==> src/rtl/rgmii_pkg.sv <==
// Shared definitions for the RGMII hex-dump debug path: ASCII constants,
// hexdump FSM encoding and the nibble-to-ASCII helper.
package rgmii_pkg;

    localparam logic [7:0] ASC_0  = 8'h30;
    localparam logic [7:0] ASC_A  = 8'h41;
    localparam logic [7:0] ASC_SP = 8'h20;
    localparam logic [7:0] ASC_CR = 8'h0D;
    localparam logic [7:0] ASC_LF = 8'h0A;

    typedef enum logic [9:0] {
        IDLE      = 10'b00_0000_0001,
        LOAD      = 10'b00_0000_0010,
        HI_ISSUE  = 10'b00_0000_0100,
        HI_WAIT   = 10'b00_0000_1000,
        LO_ISSUE  = 10'b00_0001_0000,
        LO_WAIT   = 10'b00_0010_0000,
        SEP_ISSUE = 10'b00_0100_0000,
        SEP_WAIT  = 10'b00_1000_0000,
        LF_ISSUE  = 10'b01_0000_0000,
        LF_WAIT   = 10'b10_0000_0000
    } hexdump_state_t;

    function automatic logic [7:0] hex_ascii(input logic [3:0] nib);
        if (nib < 4'd10)
            return ASC_0 + {4'd0, nib};
        else
            return ASC_A + {4'd0, nib} - 8'd10;
    endfunction

endpackage

==> src/rtl/sync_fifo.sv <==
// Single-clock FIFO with registered read data. A pop frees its slot before a
// same-cycle push is qualified, so a full FIFO still accepts a push on a pop.
module sync_fifo #(
    parameter int WIDTH = 9,
    parameter int DEPTH = 64
) (
    input  logic                     clk,
    input  logic                     reset,
    input  logic                     push,
    input  logic                     pop,
    input  logic [WIDTH-1:0]         din,
    output logic [WIDTH-1:0]         dout,
    output logic                     full,
    output logic                     empty,
    output logic [$clog2(DEPTH):0]   level
);
    localparam int AW = $clog2(DEPTH);

    logic [WIDTH-1:0] mem [DEPTH];
    logic [AW:0]      wr_ptr;
    logic [AW:0]      rd_ptr;
    logic             do_push;
    logic             do_pop;

    assign level   = wr_ptr - rd_ptr;
    assign full    = (level == (AW+1)'(DEPTH));
    assign empty   = (level == '0);
    assign do_pop  = pop && !empty;
    assign do_push = push && (!full || do_pop);

    always_ff @(posedge clk) begin
        if (reset) begin
            wr_ptr <= '0;
            rd_ptr <= '0;
            dout   <= '0;
        end else begin
            if (do_push) wr_ptr <= wr_ptr + 1'b1;
            if (do_pop)  rd_ptr <= rd_ptr + 1'b1;
            // Head entry trails a fresh write by one cycle; the consumer never
            // samples it sooner than that.
            dout <= mem[rd_ptr[AW-1:0]];
        end
    end

    always_ff @(posedge clk) begin
        if (do_push) mem[wr_ptr[AW-1:0]] <= din;
    end

endmodule

==> src/rtl/rgmii_hexdump.sv <==
// Buffers RGMII receive bytes and renders them as ASCII hex lines on the
// uart_tx byte/strobe interface, one character per tx_dv.
module rgmii_hexdump
    import rgmii_pkg::*;
#(
    parameter int FIFO_DEPTH     = 64,
    parameter int BYTES_PER_LINE = 16
) (
    input  logic                           clk,
    input  logic                           reset,
    input  logic                           in_valid,
    input  logic [7:0]                     in_data,
    input  logic                           in_last,
    output logic                           in_ready,
    output logic                           tx_dv,
    output logic [7:0]                     tx_byte,
    input  logic                           tx_active,
    input  logic                           tx_done,
    output logic                           overflow,
    output logic [15:0]                    drop_cnt,
    output logic [$clog2(FIFO_DEPTH):0]    fifo_level
);
    hexdump_state_t state;
    logic [8:0]     fifo_dout;
    logic           fifo_full;
    logic           fifo_empty;
    logic           pop;
    logic [7:0]     cur_byte;
    logic           cur_last;
    logic [7:0]     col;
    logic           crlf;

    assign pop      = (state == LOAD);
    assign in_ready = !fifo_full;

    sync_fifo #(.WIDTH(9), .DEPTH(FIFO_DEPTH)) u_fifo (
        .clk   (clk),
        .reset (reset),
        .push  (in_valid),
        .pop   (pop),
        .din   ({in_last, in_data}),
        .dout  (fifo_dout),
        .full  (fifo_full),
        .empty (fifo_empty),
        .level (fifo_level)
    );

    always_ff @(posedge clk) begin
        if (reset) begin
            overflow <= 1'b0;
            drop_cnt <= '0;
        end else begin
            overflow <= in_valid && fifo_full && !pop;
            if (in_valid && fifo_full && !pop && drop_cnt != 16'hFFFF)
                drop_cnt <= drop_cnt + 16'd1;
        end
    end

    // Each ISSUE state raises tx_dv for one cycle once uart_tx is idle, then
    // moves to WAIT on the following cycle. LOAD pre-issues the high nibble so
    // the first character leaves two cycles after the push.
    always_ff @(posedge clk) begin
        if (reset) begin
            state    <= IDLE;
            tx_dv    <= 1'b0;
            tx_byte  <= 8'h00;
            cur_byte <= 8'h00;
            cur_last <= 1'b0;
            col      <= 8'd0;
            crlf     <= 1'b0;
        end else begin
            tx_dv <= 1'b0;
            unique case (state)
                IDLE: if (!fifo_empty) state <= LOAD;
                LOAD: begin
                    cur_byte <= fifo_dout[7:0];
                    cur_last <= fifo_dout[8];
                    state    <= HI_ISSUE;
                    if (!tx_active) begin
                        tx_dv   <= 1'b1;
                        tx_byte <= hex_ascii(fifo_dout[7:4]);
                    end
                end
                HI_ISSUE: begin
                    if (tx_dv) state <= HI_WAIT;
                    else if (!tx_active) begin
                        tx_dv   <= 1'b1;
                        tx_byte <= hex_ascii(cur_byte[7:4]);
                    end
                end
                HI_WAIT: if (tx_done) state <= LO_ISSUE;
                LO_ISSUE: begin
                    if (tx_dv) state <= LO_WAIT;
                    else if (!tx_active) begin
                        tx_dv   <= 1'b1;
                        tx_byte <= hex_ascii(cur_byte[3:0]);
                    end
                end
                LO_WAIT: if (tx_done) state <= SEP_ISSUE;
                SEP_ISSUE: begin
                    if (tx_dv) state <= SEP_WAIT;
                    else if (!tx_active) begin
                        tx_dv <= 1'b1;
                        if (cur_last || col == 8'(BYTES_PER_LINE - 1)) begin
                            tx_byte <= ASC_CR;
                            col     <= 8'd0;
                            crlf    <= 1'b1;
                        end else begin
                            tx_byte <= ASC_SP;
                            col     <= col + 8'd1;
                            crlf    <= 1'b0;
                        end
                    end
                end
                SEP_WAIT: if (tx_done) state <= crlf ? LF_ISSUE : IDLE;
                LF_ISSUE: begin
                    if (tx_dv) state <= LF_WAIT;
                    else if (!tx_active) begin
                        tx_dv   <= 1'b1;
                        tx_byte <= ASC_LF;
                    end
                end
                LF_WAIT: if (tx_done) state <= IDLE;
                default: state <= IDLE;
            endcase
        end
    end

endmodule

==> config.mk <==
export PLATFORM = sky130hd
export DESIGN_NAME = rgmii_hexdump
export DESIGN_NICKNAME = d
export VERILOG_FILES = /design/src/rtl/rgmii_pkg.sv /design/src/rtl/sync_fifo.sv /design/src/rtl/rgmii_hexdump.sv
export SDC_FILE = /design/constraint.sdc
export NUM_CORES = 1
export LEC_CHECK = 0
export ABC_CLOCK_PERIOD_IN_PS = 6600
export CORE_MARGIN = 8
export CORE_UTILIZATION = 50
export DETAILED_ROUTE_END_ITERATION = 8
export GPL_TIMING_DRIVEN = 0
export PLACE_DENSITY = 0.66
export SKIP_CTS_REPAIR_TIMING = 1
export SYNTH_ARGS = -nofsm -noshare
export SYNTH_HDL_FRONTEND = slang
export SYNTH_SLANG_ARGS = --single-unit
==> constraint.sdc <==
create_clock -name clk -period 6.6 [get_ports clk]
set_clock_uncertainty 0.1 [all_clocks]
set_input_delay 0.66 -clock clk [delete_from_list [all_inputs] [get_ports clk]]
set_output_delay 0.66 -clock clk [all_outputs]
set_load 0.02 [all_outputs]
* Word level (Yosys, flattened, before mapping)
Memory sizes are Yosys's and may differ from the RTL's. A register that Yosys moved wholly into a read port is not among the register bits.
Index checks and enable logic that the tools add are counted.
** Storage, ports and cells
- Register bits :: 68
- RAM bits :: 576
- Bits of input ports :: 14
- Output and inout bits :: 34
- Word-level logic and storage cells :: 110
- Memories kept :: 1
** Cells by class
- Add/subtract/negate cells :: 14
- $lt $le $gt $ge :: 3
- Eq/ne operators :: 31
- Multiplexer cells :: 32
- Bitwise logic cells :: 2
- Reduce and logical (&&, ||, !) cells :: 16
** Memories
- u_fifo.mem :: depth 64, bits a word 9, rd ports 1, clocked after memory_dff 1, write ports 1, RTL line sync_fifo.sv:19 : logic [WIDTH-1:0] mem [DEPTH];
** Operator list (number)
- 8-bit two-way mux :: 13
- 10-bit one-hot mux with 10 select lines :: 1
- 10-bit two-way mux :: 9
- 8-bit one-hot mux with 5 select lines :: 1
- 2-bit != test (second input constant) :: 18
- 7-bit by 4-bit adder with 8-bit output (first input constant) :: 3
- 8-bit by 4-bit subtractor with 8-bit output (second input constant) :: 3
- 6-bit by 4-bit adder with 7-bit output (first input constant) :: 3
- 16-bit by 1-bit adder with 16-bit output (second input constant) :: 1
- 16-bit != test (second input constant) :: 1
- 7-bit by 1-bit adder with 7-bit output (second input constant) :: 2
- 4-bit < comparator (second input constant) :: 3
- 10-bit by 1-bit equality test with 1-bit output (second input constant) :: 1
- 10-bit equality test (second input constant) :: 1
- 10-bit by 2-bit equality test with 1-bit output (second input constant) :: 1
- 10-bit by 3-bit equality test with 1-bit output (second input constant) :: 1
- 10-bit by 4-bit equality test with 1-bit output (second input constant) :: 1
- 10-bit by 5-bit equality test with 1-bit output (second input constant) :: 1
- 10-bit by 6-bit equality test with 1-bit output (second input constant) :: 1
- 10-bit by 7-bit equality test with 1-bit output (second input constant) :: 1
- 10-bit by 8-bit equality test with 1-bit output (second input constant) :: 1
- 10-bit by 9-bit equality test with 1-bit output (second input constant) :: 1
- 10-bit AND reduction :: 1
- 9-bit two-way mux :: 1
- 16 further kinds :: 28

* Logic depth before layout (Yosys ltp)
- Depth after elaboration :: 8
- Depth in mapped cells :: 13
- Mapped depth without buffers :: 11

* Hierarchy
From an unflattened synthesis, not the netlist that was laid out.
** Unflattened totals
- Cells, all modules :: 1467
- Area total of the unflattened synthesis :: 26545.5 um^2
** By module, submodules not included
- sync_fifo :: instances 1, cells an instance 1091, area each 23418.7 um^2, sequential area each 17757.0 um^2
- rgmii_hexdump :: instances 1, cells an instance 376, area each 3126.7 um^2, sequential area each 1061.0 um^2

* Least setup slack after synthesis
Ideal clock, no wire load.
- Path type :: register to register
- From :: reg u_fifo.rd_ptr[1]
- To :: mem u_fifo.mem[44][0], enable pin
- Library setup time :: 0.399 ns
- Data arrival time :: 3.971 ns
- Required time :: 6.101 ns
- Path slack :: 2.130 ns
- Cell stages (with the launch flop) :: 12
- Buffers on the path :: 3
- Period minus slack after synthesis :: 4.470 ns
- Cells stage by stage :: dfxtp_1 buf_1 clkbuf_1 inv_1 fa_1 a211oi_2 nor2_1 xnor2_1 a2111o_1 o21ai_2 buf_6 nor4_1
** Between the ends
- Word-level cells in the longest chain between the ends :: 8
- Elaborated cells on any way between the ends :: 10
- Those cells by class :: add/sub (1); eq/ne (1); mux (2); reduce/logical (6)
** Ends and longest elaborated chain
- start, declared :: RTL line sync_fifo.sv:21 : logic [AW:0] rd_ptr;
- start signal, assigned :: RTL line sync_fifo.sv:38 : if (do_pop) rd_ptr <= rd_ptr + 1'b1;
- 7-bit subtractor (*) :: RTL line sync_fifo.sv:25 : assign level = wr_ptr - rd_ptr;
- via fifo_level[4] :: RTL line rgmii_hexdump.sv:21 : output logic [$clog2(FIFO_DEPTH):0] fifo_level
- 7-bit zero test :: RTL line sync_fifo.sv:27 : assign empty = (level == '0);
- 1-bit zero test :: RTL line sync_fifo.sv:28 : assign do_pop = pop && !empty;
- 1-bit logical AND :: RTL line sync_fifo.sv:28
- 1-bit logical OR (*) :: RTL line sync_fifo.sv:29 : assign do_push = push && (!full || do_pop);
- 1-bit logical AND (*) :: RTL line sync_fifo.sv:29
- 1-bit two-way mux (*) :: RTL line sync_fifo.sv:46 : if (do_push) mem[wr_ptr[AW-1:0]] <= din;
- 1-bit two-way mux (implied by the code) (*) :: RTL line sync_fifo.sv:46
- end, declared :: RTL line sync_fifo.sv:19
The timed path passes the listed nets; every way through them passes the cells marked *.

* Worst setup path in the final report
- From :: reg u_fifo.rd_ptr[1]
- To :: out in_ready
** Between the ends
- Word-level cells in the longest chain between the ends :: 3
** Ends and longest elaborated chain
- 7-bit subtractor :: RTL line sync_fifo.sv:25
- 7-bit equality test :: RTL line sync_fifo.sv:26 : assign full = (level == (AW+1)'(DEPTH));
- 1-bit zero test :: RTL line rgmii_hexdump.sv:34 : assign in_ready = !fifo_full;
- end, declared :: RTL line rgmii_hexdump.sv:14 : output logic in_ready,
No other way between the ends.

==> impl_metrics.yaml <==
status:
  status: "complete, no violations"
timing:
  period_needed_ns: 6.12
  max_freq_ghz: 0.163
  fin_crit_sh_pct: 92.8
  rsz0062_at_grt: "no"
  hold_viol: 0
  worst_pin_slew_ns: 1.34
  finalSetupTns_ns: 0
  fin_ws_ns: 0.477
  holdWs_ns: 0.309
  drv_slew: 0
  relSlewSlack_pct: 10.2
  setup_viol: 0
yosys:
  synth_largest_area_cell: "edfxtp_1"
  syn_area_per_cell_um2: 18.5
  yosysTopAreaCellShare_pct: 66.1
  synth-seq-area-share_pct: 71.9
  syn-num-nets: 1441
  syn-instance-count: 1413
  synth-edff-count: 576
  syn-cell-area_um2: 26200
  synth_async_sr_flop_share_pct: 0
  synth_cell_types: 70
  ys.flop_type: "edfxtp_1"
  synth_seq_cells: 652
  ys_warn_count: 0
  synth_area_leaders: "edfxtp_1, mux4_2, dfxtp_1, nor2_1, nor3_1"
drt:
  route.detailed.drc: 0
  drt-initial-drc-count: 1186
  totalWireLength_mm: 59.5
  vias: 13700
  wl_per_cell_um: 26.0
  avgViaCountPerCell: 5.99
  drt_pass1_iterations: 6
  drtAntennaViolNets: 0
clock_network:
  cts-root-buf: "clkbuf_16"
  clk_latency_ns: 0.60
  cts_tree: "yes"
  cts_sinks: 652
  cts_max_path_buffers: 3
  htree_levels: 3
  numCtsBuffers: 68
  clk_pin_slew_ns: 0.06
placed_design:
  hpwl_mm: 40.0
  postPlaceCellArea_um2: 27800
  preCtsSetupSlack_ns: 0.723
  dp_cells: 2166
  io_buffers: 45
  gp_congestion: 0.847
die:
  coreArea_um2: 52100
  std_cell_rows: 84
  pin_count: 48
  dieHeight_um: 245
  dieArea_um2: 59900
  start_util_pct: 50.2
  die_x_um: 245
critical_path:
  cp_max_fo: 10
  end_kind: "output pin"
  reg2regPathDepth: 13
  crit_type: "flip-flop to output pin"
  critical_path_arrival_ns: 5.36
  worstPathRequired_ns: 5.84
  startpoint_type: "flip-flop"
power:
  leakage_nw: 9.23
  seqPwrFrac_pct: 51.3
  p_comb_share_pct: 6.5
  vdd_drop_max_mv: 0.296
  internal_power_mw: 6.93
  power_switching_mw: 1.92
  pwr-share-clk_pct: 42.2
  switching_share_pct: 21.7
  power_density_nw_per_um2: 295
  power_mw: 8.85
final_layout:
  layout_common_cells: "edfxtp_1, mux4_2, nor2_1, dfxtp_1, clkbuf_16"
  n_fill_cell: 3897
  areaGrowthSynthToFinish_pct: 14.6
  drive_gt1_share_pct: 23.5
  fin_cells: 2291
  nets: 1577
  final_common_cell: "edfxtp_1"
  final_util_pct: 57.6
  fin_area_um2: 30000
grt:
  first_global_vias: 13900
  grt_usage_pct: 20.0
  grt_overflow: 0
  grt_max_degree: 65
  grt_pass1_wl_mm: 89.2
  antenna_found_initial: 0
flow_run:
  drv_cap: 0
hold_path:
  min_path_type: "input pin to flip-flop"
  whs_path_depth: 1
## kinds of logic (layout without fill, tap and decap cells)
kind of cell | Yosys count | count (layout) | synth area share, %
xor+xnor | 36 | 36 | 1.20
other cells | 1 | 2 | 0.0143
mux | 189 | 189 | 15.8
fa+ha+maj | 14 | 14 | 0.698
flops | 652 | 652 | 71.9
simple gates | 306 | 306 | 5.91
compound gates | 112 | 112 | 2.77
buf+inv | 103 | 292 | 1.72
## synthesized netlist by cell type (3+ instances only)
library cell and count:
mux2i_1 9, or2_2 3, nand4b_1 3, a311oi_1 3
mux4_2 180, nand3_1 16, nor3_1 51, o22ai_1 3
and3_1 8, edfxtp_1 576, dfxtp_1 76, ha_1 13
buf_2 17, nor4b_1 3, buf_6 4, inv_1 23
clkbuf_1 45, buf_4 3, buf_1 10, nand2b_1 10
xnor2_1 23, or4_4 3, or3_1 8, nor2_1 95
nand2_1 60, nand4_1 4, nor4_1 10, or4_1 3
xor2_1 13, a211oi_1 3, or3b_2 3, o21ai_0 22
a21oi_1 36, o21ai_2 4, a22oi_1 18, nor2_2 8
nand3b_1 3
## critical path, stage by stage, from the launching register on
cell,delay (ns)
dfxtp_1,0.47
buf_1,0.78
clkbuf_1,0.59
inv_1,0.19
fa_1,0.50
a211oi_2,0.30
nor2_1,0.10
xnor2_1,0.37
a2111o_1,0.34
clkbuf_1,0.42
clkdlybuf4s50_1,0.70
## final timing paths
path               startpoint           endpoint  slack (ns)
max          u_fifo.rd_ptr[1]           in_ready        0.48
min                in_data[6]  u_fifo.mem[46][6]        0.31
max reg2reg  u_fifo.rd_ptr[1]  u_fifo.mem[13][7]        0.66
min reg2reg    u_fifo.dout[2]        cur_byte[2]        0.34
## registers in the layout, summed over array words and instances, names as in the netlist
register,count
cur_byte,8
tx_byte,7
col,8
u_fifo.rd_ptr,7
u_fifo.dout,9
overflow,1
state,10
u_fifo.wr_ptr,7
cur_last,1
u_fifo.mem,576
crlf,1
drop_cnt,16
tx_dv,1
## layout make-up
class	count	area (um^2)	share of cell area (%)
Antenna cell	1	2.50	0.00834
Buffer	79	359	1.20
Clock buffer	88	1840	6.13
Clock inverter	35	318	1.06
Inverter	24	90.1	0.300
Multi-Input combinational cell	658	7020	23.4
Sequential cell	652	18800	62.7
Tap cell	688	861	2.87
Timing Repair Buffer	66	692	2.31
## power groups by stage
stage	registers (mW)	logic [mW]	clock network [mW]
after floorplan	4.63	0.353	0
after global placement	4.64	0.553	0
after detailed placement	4.63	0.576	0
final	4.54	0.573	3.73
after global routing	4.54	0.619	3.95
after CTS	4.54	0.578	3.80
## per-layer routing
metal / track usage [%] / wire length (um)
met1: 27.1 / 24800
met5: 0 / 0
met4: 5.63 / 1400
met3: 4.54 / 4070
met2: 32.5 / 29200
No activity file was read; power rests on OpenSTA's default activity.
